<file path="config.mk">
export PLATFORM = sky130hd
export DESIGN_NAME = tick_bcd_stopwatch
export DESIGN_NICKNAME = d
export VERILOG_FILES = /design/src/rtl/tick_bcd_stopwatch.sv
export SDC_FILE = /design/constraint.sdc
export NUM_CORES = 1
export LEC_CHECK = 0
export ABC_AREA = 1
export BUFFER_PORTS_ARGS = -buffer_cell sky130_fd_sc_hd__buf_2
export CAP_MARGIN = 20
export CORE_MARGIN = 2
export CORE_UTILIZATION = 49
export CTS_BUF_LIST = sky130_fd_sc_hd__clkbuf_8
export CTS_CLUSTER_DIAMETER = 200
export DETAILED_ROUTE_END_ITERATION = 12
export PLACE_DENSITY = 0.75
export SETUP_SLACK_MARGIN = 0.15
export SYNTH_ARGS = -nofsm -noshare
export SYNTH_HDL_FRONTEND = slang
export SYNTH_SLANG_ARGS = --single-unit
</file>
<file path="constraint.sdc">
create_clock -name clk_FPGA -period 1.34 [get_ports clk_FPGA]
set_input_delay 0.134 -clock clk_FPGA [delete_from_list [all_inputs] [get_ports clk_FPGA]]
set_output_delay 0.134 -clock clk_FPGA [all_outputs]
set_load 0.005 [all_outputs]
</file>
<file path="src/rtl/tick_bcd_stopwatch.sv">
// BCD stopwatch counting rising edges of a slow divided square wave, with start/pause/clear and lap freeze.
// tick_clk is sampled as data: a count lands SYNC_STAGES edges after tick_clk is first seen high.
module tick_bcd_stopwatch #(
    parameter int DIGITS      = 4,
    parameter int SYNC_STAGES = 2
) (
    input  logic                  clk_FPGA,
    input  logic                  reset,
    input  logic                  tick_clk,
    input  logic                  start_stop,
    input  logic                  clear,
    input  logic                  lap,
    output logic [4*DIGITS-1:0]   bcd_count,
    output logic [4*DIGITS-1:0]   bcd_display,
    output logic                  running,
    output logic                  lap_active,
    output logic                  overflow
);

    typedef enum logic [1:0] {S_IDLE, S_RUN, S_PAUSE} state_t;

    state_t                 state_q, state_d;
    logic [SYNC_STAGES-1:0] sync_q, sync_d;
    logic                   edge_q, edge_d;
    logic [4*DIGITS-1:0]    count_q, count_d;
    logic [4*DIGITS-1:0]    lap_q, lap_d;
    logic                   lap_active_q, lap_active_d;
    logic                   overflow_q, overflow_d;

    logic                   sync_out;
    logic                   tick_en;
    logic [4*DIGITS-1:0]    count_inc;
    logic                   carry;

    assign sync_d   = {sync_q[SYNC_STAGES-2:0], tick_clk};
    assign sync_out = sync_q[SYNC_STAGES-1];
    assign edge_d   = sync_out;
    assign tick_en  = sync_out & ~edge_q;

    // Ripple BCD increment; a carry out of the top digit means all-9s wrapped to zero.
    always_comb begin
        count_inc = count_q;
        carry     = 1'b1;
        for (int i = 0; i < DIGITS; i++) begin
            if (carry) begin
                if (count_q[4*i +: 4] == 4'd9) begin
                    count_inc[4*i +: 4] = 4'd0;
                end else begin
                    count_inc[4*i +: 4] = count_q[4*i +: 4] + 4'd1;
                    carry               = 1'b0;
                end
            end
        end
    end

    always_comb begin
        state_d      = state_q;
        count_d      = count_q;
        lap_d        = lap_q;
        lap_active_d = lap_active_q;
        overflow_d   = overflow_q;

        if (clear) begin
            state_d      = S_IDLE;
            count_d      = '0;
            lap_d        = '0;
            lap_active_d = 1'b0;
            overflow_d   = 1'b0;
        end else begin
            // The tick is judged against the current state, before any start_stop transition.
            if (state_q == S_RUN && tick_en) begin
                count_d = count_inc;
                if (carry) begin
                    overflow_d = 1'b1;
                end
            end

            if (start_stop) begin
                case (state_q)
                    S_IDLE:  state_d = S_RUN;
                    S_RUN:   state_d = S_PAUSE;
                    S_PAUSE: state_d = S_RUN;
                    default: state_d = S_IDLE;
                endcase
            end

            // Lap follows the rules of the state being entered; capture is pre-increment.
            if (lap) begin
                if (state_d == S_RUN) begin
                    if (lap_active_q) begin
                        lap_active_d = 1'b0;
                    end else begin
                        lap_d        = count_q;
                        lap_active_d = 1'b1;
                    end
                end else if (state_d == S_PAUSE) begin
                    lap_active_d = 1'b0;
                end
            end
        end
    end

    always_ff @(posedge clk_FPGA or negedge reset) begin
        if (!reset) begin
            state_q      <= S_IDLE;
            sync_q       <= '0;
            edge_q       <= 1'b0;
            count_q      <= '0;
            lap_q        <= '0;
            lap_active_q <= 1'b0;
            overflow_q   <= 1'b0;
        end else begin
            state_q      <= state_d;
            sync_q       <= sync_d;
            edge_q       <= edge_d;
            count_q      <= count_d;
            lap_q        <= lap_d;
            lap_active_q <= lap_active_d;
            overflow_q   <= overflow_d;
        end
    end

    assign bcd_count   = count_q;
    assign bcd_display = lap_active_q ? lap_q : count_q;
    assign running     = (state_q == S_RUN);
    assign lap_active  = lap_active_q;
    assign overflow    = overflow_q;

endmodule

</file>
* Word-level counts from Yosys, hierarchy flattened *
Cells that the tools add are included.

storage, ports and cells
  bits of input ports = 6
  flip-flop bits (word level) = 39

operators by class
  $add $sub $neg = 4
  equal/unequal tests = 8
  muxes and demuxes = 32
  reductions and logical operators = 17
  bitwise operators = 2

operator list
  operator                                              count
  2-to-1 mux 16 bit                                     6
  2-to-1 mux 4 bit                                      7
  adder 4 x 1 -> 4 bit (second input constant)          4
  equality test 4 bit (second input constant)           4
  2-to-1 mux 1 bit                                      15
  nonzero test 2 bit                                    7
  AND reduction 2 bit                                   6
  2-to-1 mux 2 bit                                      3
  equality test 2 x 1 -> 1 bit (second input constant)  2
  equality test 2 bit (second input constant)           2
  one-hot mux 2 bit (2 select lines)                    1
  nonzero test 3 bit                                    1
  logical NOT 2 bit                                     1
  OR reduction 2 bit                                    1
  bitwise AND 1 bit                                     1
  logical AND 1 bit                                     1
  NOT 1 bit                                             1

* Depth between registers and ports, before layout *
Gate-level depths: netlist (run 1).

  depth in word-level cells = 10
  depth in mapped cells = 10
  mapped depth without buffers = 10

* Worst setup path after synthesis (run 1) *
Ideal clock, no wire load.

  path kind = register to register
  start point = register count_q[9] (netlist: bcd_count[9])
  end point = register count_q[15] (netlist: bcd_count[15])
  required time = 1.223 ns
  cell stages (with the launch flop) = 10
  library setup time = 0.117 ns
  arrival time = 1.217 ns
  period minus slack after synthesis = 1.335 ns
  setup slack = 0.005 ns
  path through = dfrtp_1 > inv_1 > ha_1 > nand2_1 > nor2_1 > inv_1 > nand2_1 > nand3_2 > nand2_1 > nand2_1

between the ends
  word-level cells in the longest chain between the ends = 5

ends and longest elaborated chain
  item                                  RTL line  source
  start: declaration                    25        logic [4*DIGITS-1:0] count_q, count_d;
  start signal: assignment              116       count_q <= count_d;
  equality test 4 bit                   46        if (count_q[4*i +: 4] == 4'd9) begin
  2-to-1 mux 1 bit                      46
  2-to-1 mux 1 bit                      45        if (carry) begin
  nonzero test 2 bit (no source line)   --
  AND reduction 2 bit (no source line)  --

Every way passes these cells.
A chain may end at the register's enable or synchronous reset.

* Final worst setup path (run 1) *
  start point = register count_q[4] (netlist: bcd_count[4])
  end point = register count_q[6] (netlist: bcd_count[6])

between the ends
  word-level cells in the longest chain between the ends = 5

ends and longest elaborated chain
  item                                                         RTL line  source
  adder 4 x 1 -> 4 bit or equality test 4 bit (tied branches)  49, 46
  2-to-1 mux 4 bit (*)                                         46
  2-to-1 mux 4 bit (*)                                         45
  2-to-1 mux 16 bit (*)                                        71        if (state_q == S_RUN && tick_en) begin
  2-to-1 mux 16 bit (*)                                        63        if (clear) begin

Mark *: on every way between the ends. The rest lies on a longest branch, timed or not. The select of a mux whose other input is x is not followed.

==> summary.md, run 1 <==
| Metric | Value |
|---|---|
| Status | finished with violations |
| Failing checks | negative setup slack |
| Worst-Margin Slew | ~0.44 ns |
| Share of layout cells above drive strength 1 | 0.4246 |
| Crit-path leading delay family | flip-flops |
| Hold Slack | 0.1166 ns |
| Source of the worst hold timing path | lap |
| Synth Area in Adders | 0.04540 |
| Sequential cell area fraction in the yosys report | 0.4427 |
| CTS tree | built |
| Compound-Gate Fraction of Synth Area | 0.04540 |
| DIE WIDTH | 71.08 um |
| Max cap viols | 0 |
| Final setup margin | -0.05839 ns |
| WS Path Type | reg -> reg |
| Total vias in the final route | 2,143 |
| Crit-path cells | ha_4 -> nand2_2 -> nor2_4 -> buf_4 -> buf_6 -> inv_2 -> nand3_1 -> o21ai_1 |
| Fraction of synthesized area in multiplexers | 0 |
| Area Growth Syn to Fin | 41.71% |
| Largest family of logic cells by synthesized area | simple AND/OR/NAND/NOR gates |
| Final hold viol count | 0 |
| Crit path DAT | 1.60 ns |
| Clk sinks | 39 |
| Synth Area in Simple Gates | 0.3717 |
| Vias in the first global route | 2,004 |
| DRC | 0 |
| Max-slew violation count | 0 |
| Post-Route WL | 5860 um |
| Root Buffer | clkbuf_8 |
| Starting density of the core | 0.5063 |
| Via-to-Cell Ratio | 5.227 |
| Critical Path Source Type | flip-flop |
| Commonest non-fill, non-tap cell in the layout | nand2_1 |
| CP max stage cell | dfrtp_1 |
| Reg2reg start | bcd_count[4] |
| Max Clock Freq | 715.1 MHz |
| RSZ-0062 raised after global routing | yes |
| WHS Endpoint | lap_active |
| # rows | 24 |
| Cell Pwr Density | 1058 nW/um2 |
| Hold WC Path Type | in -> reg |
| Rel. slew slack | 0.7087 |
| Commonest non-fill, non-tap cells in the layout | 90 x nand2_1, 39 x buf_2, 35 x dfrtp_1 |
| Initial antenna violation count | 0 |
| Reg-to-reg endpoint | bcd_count[6] |
| CP Buf/Inv Count | 3 |
| Avg Cell Area, Syn | 7.735 um2 |
| Worst-path clk slew | approximately 0.08 ns |
| P_leak | around 1.6 nW |
| Post-Synth XOR/XNOR Area | 0.01589 |
| Clk_skew | 0.007438 ns |
| Drt wl/cell | 14.29 um |
| Number of CTS-inserted buffers | 5 |
| R2R depth | 8 |
| Hpwl dp | 3610 um |
| 1st-pass router iterations | 4 |
| Peak supply drop | 0.0007936 V |
| Worst-skew pair later-pin latency | 0.29 ns |
| N_diodes | 0 |
| CTS H-tree lvls | 2 |
| Syn nets | 299 |
| Max incr delay on CP | 0.43 ns |
| Worst reg-to-reg setup slack | -0.06 ns |
| Min-Delay Path Depth | 3 |
| Routed Antenna Nets | 0 |
| Final worst path period share | 1.044 |
| Ys Warns | 0 |
| IO Port Bufs | 40 |
| Fin crit period | 1.398 ns |
| Stages on the worst setup path | 8 |
| DRT iter0 DRCs | 114 |
| CP Data Required Time | 1.54 ns |
| GR Overflow Total | 0 |
| CORE AREA | between 4000 and 5000 um2 |
| Clock Path Buffers | 2 |
| First-pass GRT wire length | 9052 um |
| CP Capture Type | flip-flop |
| Yosys cell types | 24 |
| Gr usage total | 0.2242 |
| Die area | 5052 um2 |
| Final nets | ~370 |
| Global placer's final weighted congestion | 0.8203 |
| # setup viols final | 18 |
| Mapped Area | 2205 um2 |
| Die Ht | 71.08 um |
| Syn Inst Count | 285 |
| Setup TNS | -0.5749 ns |
| CP max FO | 4 |
| Pin count of the biggest net entering global routing | 23 |
| Synth Register Bits | 39 |
| Ports | 41 |
==> registers in the layout (all words and copies together), names as in the netlist <==
name and cells:
lap_active 1, state_q 2, bcd_count 16, overflow 1
edge_q 1, lap_q 16, sync_q 2
==> worst reg2reg max path, stage by stage (launching register included) <==
cell and delay (ns):
dfrtp_1 0.43, ha_4 0.19, nand2_2 0.08, nor2_4 0.05
buf_4 0.14, buf_6 0.11, inv_2 0.05, nand3_1 0.08
o21ai_1 0.18
==> kinds of logic after synthesis <==
| kind of cell | after synthesis |
|---|---|
| AND/OR/NAND/NOR | 179 |
| flip-flops | 39 |
| buffers and inverters | 35 |
| AO/OA/AOI/OAI | 20 |
| adder cells (fa/ha/maj) | 8 |
| XOR/XNOR | 4 |
==> metrics by stage <==
stage,cell area (um2),std cells,utilization,total power [mW],setup WS [ns]
6_report,3124,410,0.7175,3.305,-0.05839
5_1_grt,3124,410,0.7175,3.509,-0.1042
4_1_cts,2925,405,0.6718,3.169,0.01198
3_5_place_dp,2549,386,0.5853,2.200,0.002934
3_3_place_gp,2549,386,0.5853,2.189,0.05327
2_1_floorplan,2212,285,-,1.850,0.05341
==> timing repair <==
| action | 4_1_cts | 5_1_grt |
|---|---|---|
| gates cloned | 1 | 1 |
| hold endpoints to repair | 18 | 0 |
| endpoints found under the setup margin | 49 | 53 |
| buffers inserted | 8 | 4 |
| hold buffers | 2 | 0 |
| pin swaps | 18 | 20 |
| resized for setup | 65 | 35 |
==> cell type report <==
| type | count | area, um2 |
|---|---|---|
| Clock inverter | 1 | 3.754 |
| Timing Repair Buffer | 73 | 555.5 |
| Multi-Input combinational cell | 212 | 1323 |
| Sequential cell | 39 | 980.9 |
| Clock buffer | 7 | 96.34 |
| Fill cell | 320 | 1230 |
| Inverter | 26 | 100.1 |
| Tap cell | 52 | 65.06 |
==> layer usage <==
layer  global-route usage  wire length [um]  vias up
met5                    0                 0        -
met4              0.07338               130        0
met3              0.05413               257       14
met2               0.3749              3017       56
met1               0.2874              2454     1021
li1                     -                 -     1052
==> how the worst max path moves through the flow <==
stage	to	from	slack (ns)
after floorplan	bcd_count[15]	bcd_count[1]	0.05
after global placement	bcd_count[11]	bcd_count[1]	0.05
after detailed placement	bcd_count[9]	bcd_count[1]	0.003
after CTS	bcd_display[12]	lap_active	0.01
after global routing	bcd_display[3]	lap_active	-0.10
final	bcd_count[6]	bcd_count[4]	-0.06
==> cells in the mapped netlist, drive strengths merged <==
| library cell | number | area (um2) |
|---|---|---|
| xor2 | 3 | 26.28 |
| buf | 8 | 72.57 |
| clkbuf | 1 | 3.750 |
| dfrtp | 39 | 975.9 |
| xnor2 | 1 | 8.760 |
| inv | 26 | 97.59 |
| nor2 | 25 | 148.9 |
| nand4 | 5 | 31.28 |
| nand3 | 38 | 195.2 |
| ha | 8 | 100.1 |
| nor3 | 2 | 15.01 |
| o21ai | 20 | 100.1 |
| nand2 | 109 | 429.2 |
==> where the power goes <==
| part | total (mW) | leakage [nW] | internal (mW) | switching, mW |
|---|---|---|---|---|
| clock network | 0.857 | 0.0557 | 0.462 | 0.395 |
| registers | 1.41 | 0.520 | 1.28 | 0.129 |
| logic | 1.04 | 1.06 | 0.470 | 0.570 |
| total | 3.31 | 1.64 | 2.21 | 1.09 |
Power figures use the tool's default switching activity.
==> inputs of run 2 (changes only) <==
- MAX_ROUTING_LAYER: default -> met4
- SLEW_MARGIN: default -> 10
==> run 2 against run 1 <==
Effect of this change: the flow still finishes with violations (negative setup slack); non-clock buffer count did not move; worst hold slack improved by 0.0015 ns; clock-buffer cell count did not move; clock power fell by 0.5%; die area did not move; power fell by 0.19%; register-to-register slack barely moved; clock skew barely moved; sequential cell count did not move; first-iteration DRC count fell by 18%.
==> summary.md, run 2 (synthesized netlist as in run 1, its figures left out) <==
| Metric | Value |
|---|---|
| Status | finished with violations (unchanged) |
| Failing checks | negative setup slack (unchanged) |
| CTS tree | built (unchanged) |
| Root Buffer | clkbuf_8 (unchanged) |
| N_diodes | 0 (unchanged) |
| Cell area after layout | 3124 um2 (unchanged) |
| Cell Pwr Density | 1056 nW/um2 (was 1058 nW/um2) |
| Setup TNS | -0.5671 ns (was -0.5749 ns) |
| Max incr delay on CP | 0.43 ns (about the same) |
| CP Data Required Time | 1.54 ns (about the same) |
| Max-slew violation count | 0 (unchanged) |
| Hold Slack | 0.1181 ns (was 0.1166 ns) |
| Ports | 41 (unchanged) |
| Share of layout cells above drive strength 1 | 0.4246 (unchanged) |
| Area Growth Syn to Fin | 41.71% (unchanged) |
| Pin count of the biggest net entering global routing | 23 (unchanged) |
| Via-to-Cell Ratio | 5.229 (was 5.227) |
| Routed Antenna Nets | 0 (unchanged) |
| IO Port Bufs | 40 (unchanged) |
| Clk_skew | 0.007201 ns (was 0.007438 ns) |
| First-pass GRT wire length | 9052 um (unchanged) |
| Crit-path cells | ha_4 -> nand2_2 -> nor2_4 -> buf_4 -> buf_6 -> inv_2 -> nand3_1 -> o21ai_1 (unchanged) |
| Commonest non-fill, non-tap cell in the layout | nand2_1 (unchanged) |
| Crit path DAT | 1.60 ns (about the same) |
| P_leak | 1.635 nW (unchanged) |
| Power after layout | 3.299 mW (was 3.305 mW) |
| Die area | 5052 um2 (unchanged) |
| Hold WC Path Type | in -> reg (unchanged) |
| CORE AREA | 4354 um2 (unchanged) |
| Rel. slew slack | 0.6996 (was 0.7087) |
| GR Overflow Total | 0 (unchanged) |
| Clock Path Buffers | 2 (unchanged) |
| Vias in the first global route | 2,005 (was 2,004) |
| CTS H-tree lvls | 2 (unchanged) |
| DRT iter0 DRCs | 93 (was 114) |
| CP Capture Type | flip-flop (unchanged) |
| Post-placement worst setup slack | 0.002934 ns (unchanged) |
| DIE WIDTH | 71.08 um (unchanged) |
| Drt wl/cell | 14.29 um (about the same) |
| Starting density of the core | 0.5063 (unchanged) |
| Fin cells | 410 (unchanged) |
| Final worst path period share | 1.046 (was 1.044) |
| Peak supply drop | 0.0007927 V (was 0.0007936 V) |
| Total vias in the final route | 2,144 (was 2,143) |
| Clk sinks | 39 (unchanged) |
| Die Ht | 71.08 um (unchanged) |
| Final nets | 371 (unchanged) |
| Worst-path clk slew | 0.08 ns (about the same) |
| Fin crit period | 1.402 ns (was 1.398 ns) |
| CP max stage cell | dfrtp_1 (unchanged) |
| Worst-Margin Slew | 0.4506 ns (was 0.4369 ns) |
| Max Clock Freq | 713.2 MHz (was 715.1 MHz) |
| CP max FO | 4 (unchanged) |
| Placed cell area | 2549 um2 (unchanged) |
| Crit-path leading delay family | flip-flops (unchanged) |
| Number of CTS-inserted buffers | 5 (unchanged) |
| DRC | 0 (unchanged) |
| Worst-skew pair later-pin latency | 0.29 ns (about the same) |
| Final setup margin | -0.06218 ns (was -0.05839 ns) |
| Global placer's final weighted congestion | 0.8327 (was 0.8203) |
| RSZ-0062 raised after global routing | yes (unchanged) |
| Final hold viol count | 0 (unchanged) |
| # rows | 24 (unchanged) |
| Fin util | 0.7175 (unchanged) |
| Max cap viols | 0 (unchanged) |
| Initial antenna violation count | 0 (unchanged) |
| WS Path Type | reg -> reg (unchanged) |
| 1st-pass router iterations | 4 (unchanged) |
| # setup viols final | 18 (unchanged) |
| Post-Route WL | 5857 um (was 5860 um) |
| Commonest non-fill, non-tap cells in the layout | 90 x nand2_1, 39 x buf_2, 35 x dfrtp_1 (unchanged) |
| Critical Path Source Type | flip-flop (unchanged) |
| Gr usage total | 0.2311 (was 0.2242) |
| Hpwl dp | 3610 um (unchanged) |
| CP Buf/Inv Count | 3 (unchanged) |
| Placed Cells incl. Taps | 386 (unchanged) |
run 2: area by class of cell:
cell class / count / area [um2]
multi-input cells: 212 / 1323
inverters: 26 / 100.1
clock inverters: 1 / 3.754
clock buffers: 7 / 96.34
fillers: 320 / 1230
well taps: 52 / 65.06
flip-flops and latches: 39 / 980.9
repair buffers: 73 / 555.5
run 2: final timing paths:
| check | start | to | slack (ns) | cells past startpoint |
|---|---|---|---|---|
| setup reg to reg | bcd_count[4] | bcd_count[6] | -0.06 | 8 |
| max in group asynchronous | reset | lap_active | 0.54 | 3 |
| min in group asynchronous | reset | sync_q[0] | 0.33 | 2 |
| hold reg to reg | sync_q[0] | sync_q[1] | 0.36 | 0 |
| hold / removal | lap | lap_active | 0.12 | 3 |
| setup / recovery | bcd_count[4] | bcd_count[6] | -0.06 | 8 |
run 2: where the power goes:
part           switching [mW]  internal [mW]  leakage, nW
Clock                   0.391          0.462       0.0557
Sequential              0.127           1.28        0.520
Combinational           0.570          0.470         1.06
Total                    1.09           2.21         1.64
run 2: worst reg2reg max path: stages, from the launching register on:
cell	delay, ns
dfrtp_1	0.43
ha_4	0.19
nand2_2	0.08
nor2_4	0.05
buf_4	0.14
buf_6	0.11
inv_2	0.05
nand3_1	0.08
o21ai_1	0.18
run 2: repair_timing:
action	in CTS	in global routing
pin swaps	18	20
cloned	1	1
resized for setup	65	35
setup buffers	8	4
hold endpoints to repair	18	0
hold buffers	2	0
endpoints found under the setup margin	49	53
run 2: per-layer routing:
layer | global-route usage | wire, um | vias up
met4 | 0.07338 | 133 | 0
met2 | 0.3749 | 2993 | 68
li1 | - | - | 1050
met3 | 0.05413 | 291 | 14
met5 | - | 0 | -
met1 | 0.2874 | 2438 | 1012
==> inputs of run 3 (changes only) <==
- RECOVER_POWER: default -> 25
==> run 3 against run 2 <==
Effect of this change: the run still ends with negative setup slack left; core utilization is the same; clock-buffer cell count is the same; global-route usage is the same; clock skew is the same; worst hold slack is essentially flat; clock power is essentially flat.
==> summary.md, run 3 (synthesized netlist as in run 1, its figures left out) <==
| Metric | Value |
|---|---|
| # rows | 24 (unchanged) |
| Worst-path clk slew | 0.08 ns (about the same) |
| Via-to-Cell Ratio | 5.229 (unchanged) |
| Final setup margin | -0.06218 ns (about the same) |
| FF/Latch Area | 980.9 um2 (unchanged) |
| DIE WIDTH | 71.08 um (unchanged) |
| Clk_skew | 0.007201 ns (unchanged) |
| Source of the worst hold timing path | lap (unchanged) |
| Critical Path Source Type | flip-flop (unchanged) |
| Share of layout cells above drive strength 1 | 0.4246 (unchanged) |
| Cell Pwr Density | 1056 nW/um2 (about the same) |
| DRC | 0 (unchanged) |
| Clk sinks | 39 (unchanged) |
| Commonest non-fill, non-tap cell in the layout | nand2_1 (unchanged) |
| Clock Path Buffers | 2 (unchanged) |
| Commonest non-fill, non-tap cells in the layout | 90 x nand2_1, 38 x buf_2, 35 x dfrtp_1 (was 90 x nand2_1, 39 x buf_2, 35 x dfrtp_1) |
| CP max FO | 4 (unchanged) |
| Worst-skew pair later-pin latency | 0.29 ns (about the same) |
| Failing checks | negative setup slack (unchanged) |
| Global placer's final weighted congestion | 0.8327 (unchanged) |
| Drt wl/cell | 14.28 um (was 14.29 um) |
| Max Clock Freq | 713.2 MHz (unchanged) |
| WS Path Type | reg -> reg (unchanged) |
| Area Growth Syn to Fin | 41.71% (unchanged) |
| Final worst path period share | 1.046 (about the same) |
| Total vias in the final route | 2,144 (unchanged) |
| WHS Endpoint | lap_active (unchanged) |
| Final nets | 371 (unchanged) |
| Die area | 5052 um2 (unchanged) |
| Starting density of the core | 0.5063 (unchanged) |
| Final hold viol count | 0 (unchanged) |
| # setup viols final | 18 (unchanged) |
| Reg2reg start | bcd_count[4] (unchanged) |
| First-pass GRT wire length | 9052 um (unchanged) |
| Crit path DAT | 1.60 ns (about the same) |
| Min-Delay Path Depth | 3 (unchanged) |
| RSZ-0062 raised after global routing | yes (unchanged) |
| Hold WC Path Type | in -> reg (unchanged) |
| GR Overflow Total | 0 (unchanged) |
| IO Port Bufs | 40 (unchanged) |
| FILL cells | 320 (unchanged) |
| Die Ht | 71.08 um (unchanged) |
| P_leak | 1.636 nW (was 1.635 nW) |
| Root Buffer | clkbuf_8 (unchanged) |
| Pin count of the biggest net entering global routing | 23 (unchanged) |
| Max cap viols | 0 (unchanged) |
| N_diodes | 0 (unchanged) |
| R2R depth | 8 (unchanged) |
| CTS tree | built (unchanged) |
| Gr usage total | 0.2311 (unchanged) |
| Hold Slack | 0.1181 ns (about the same) |
| CP Data Required Time | 1.54 ns (about the same) |
| Number of CTS-inserted buffers | 5 (unchanged) |
| Rel. slew slack | 0.6659 (was 0.6996) |
| Initial antenna violation count | 0 (unchanged) |
| Reg-to-reg endpoint | bcd_count[6] (unchanged) |
| Ports | 41 (unchanged) |
| CORE AREA | 4354 um2 (unchanged) |
| Fin crit period | 1.402 ns (about the same) |
| CP Capture Type | flip-flop (unchanged) |
| Area of the multi-input gates | 1323 um2 (unchanged) |
| Vias in the first global route | 2,005 (unchanged) |
| Hpwl dp | 3610 um (unchanged) |
| Setup TNS | -0.5671 ns (about the same) |
| CTS H-tree lvls | 2 (unchanged) |
| Peak supply drop | 0.0007927 V (about the same) |
| Status | finished with violations (unchanged) |
| Post-Route WL | 5856 um (was 5857 um) |
| Worst-Margin Slew | 0.5012 ns (was 0.4506 ns) |
| Worst reg-to-reg setup slack | -0.06 ns (about the same) |
| Routed Antenna Nets | 0 (unchanged) |
| DRT iter0 DRCs | 93 (unchanged) |
| Max-slew violation count | 0 (unchanged) |
| 1st-pass router iterations | 4 (unchanged) |
-- run 3: area by class of cell --
class                           count  area share
Inverter                           26     0.03204
Sequential cell                    39      0.3140
Tap cell                           52     0.02082
Multi-Input combinational cell    212      0.4233
Clock buffer                        7     0.03084
Timing Repair Buffer               73      0.1778
Clock inverter                      1    0.001201
-- run 3: metrics by stage --
step                setup slack (ns)  area (um2)  instances  utilization  total power, mW
floorplan                    0.05341        2212        285            -            1.850
global placement             0.05327        2549        386       0.5853            2.189
detailed placement          0.002934        2549        386       0.5853            2.200
CTS                          0.01198        2925        405       0.6718            3.169
global route                 -0.1042        3124        410       0.7175            3.508
finish                      -0.06218        3124        410       0.7175            3.299
-- run 3: worst max-delay path, stage by stage (launching register included) --
cell and delay (ns):
dfrtp_1 0.43, ha_4 0.18, nand2_2 0.08, nor2_4 0.05, buf_4 0.14, buf_6 0.11
inv_2 0.05, nand3_1 0.08, o21ai_1 0.18
-- run 3: power breakdown --
part           internal (mW)  switching, mW
combinational          0.470          0.570
sequential              1.28          0.127
clock                  0.462          0.391
total                   2.21           1.09
-- run 3: routing by layer --
layer,GRT usage,up-vias,wire (um)
met2,0.3749,68,2992
met5,-,-,0
li1,-,1050,-
met1,0.2874,1012,2438
met4,0.07338,0,133
met3,0.05413,14,291
-- run 3: repair_timing --
action	4_1_cts	5_1_grt
buffers inserted	8	4
pin swaps	18	20
endpoints found under the setup margin	49	53
hold endpoints to repair	18	0
resized for setup	65	35
gates cloned	1	1
hold buffers	2	0
-- run 3: worst max path at each step --
stage | from | endpoint | slack (ns) | cells after the start
after floorplan | bcd_count[1] | bcd_count[15] | 0.05 | 9
after global placement | bcd_count[1] | bcd_count[11] | 0.05 | 10
final | bcd_count[4] | bcd_count[6] | -0.06 | 8
after detailed placement | bcd_count[1] | bcd_count[9] | 0.003 | 10
after CTS | lap_active | bcd_display[12] | 0.01 | 5
after global routing | lap_active | bcd_display[3] | -0.10 | 4
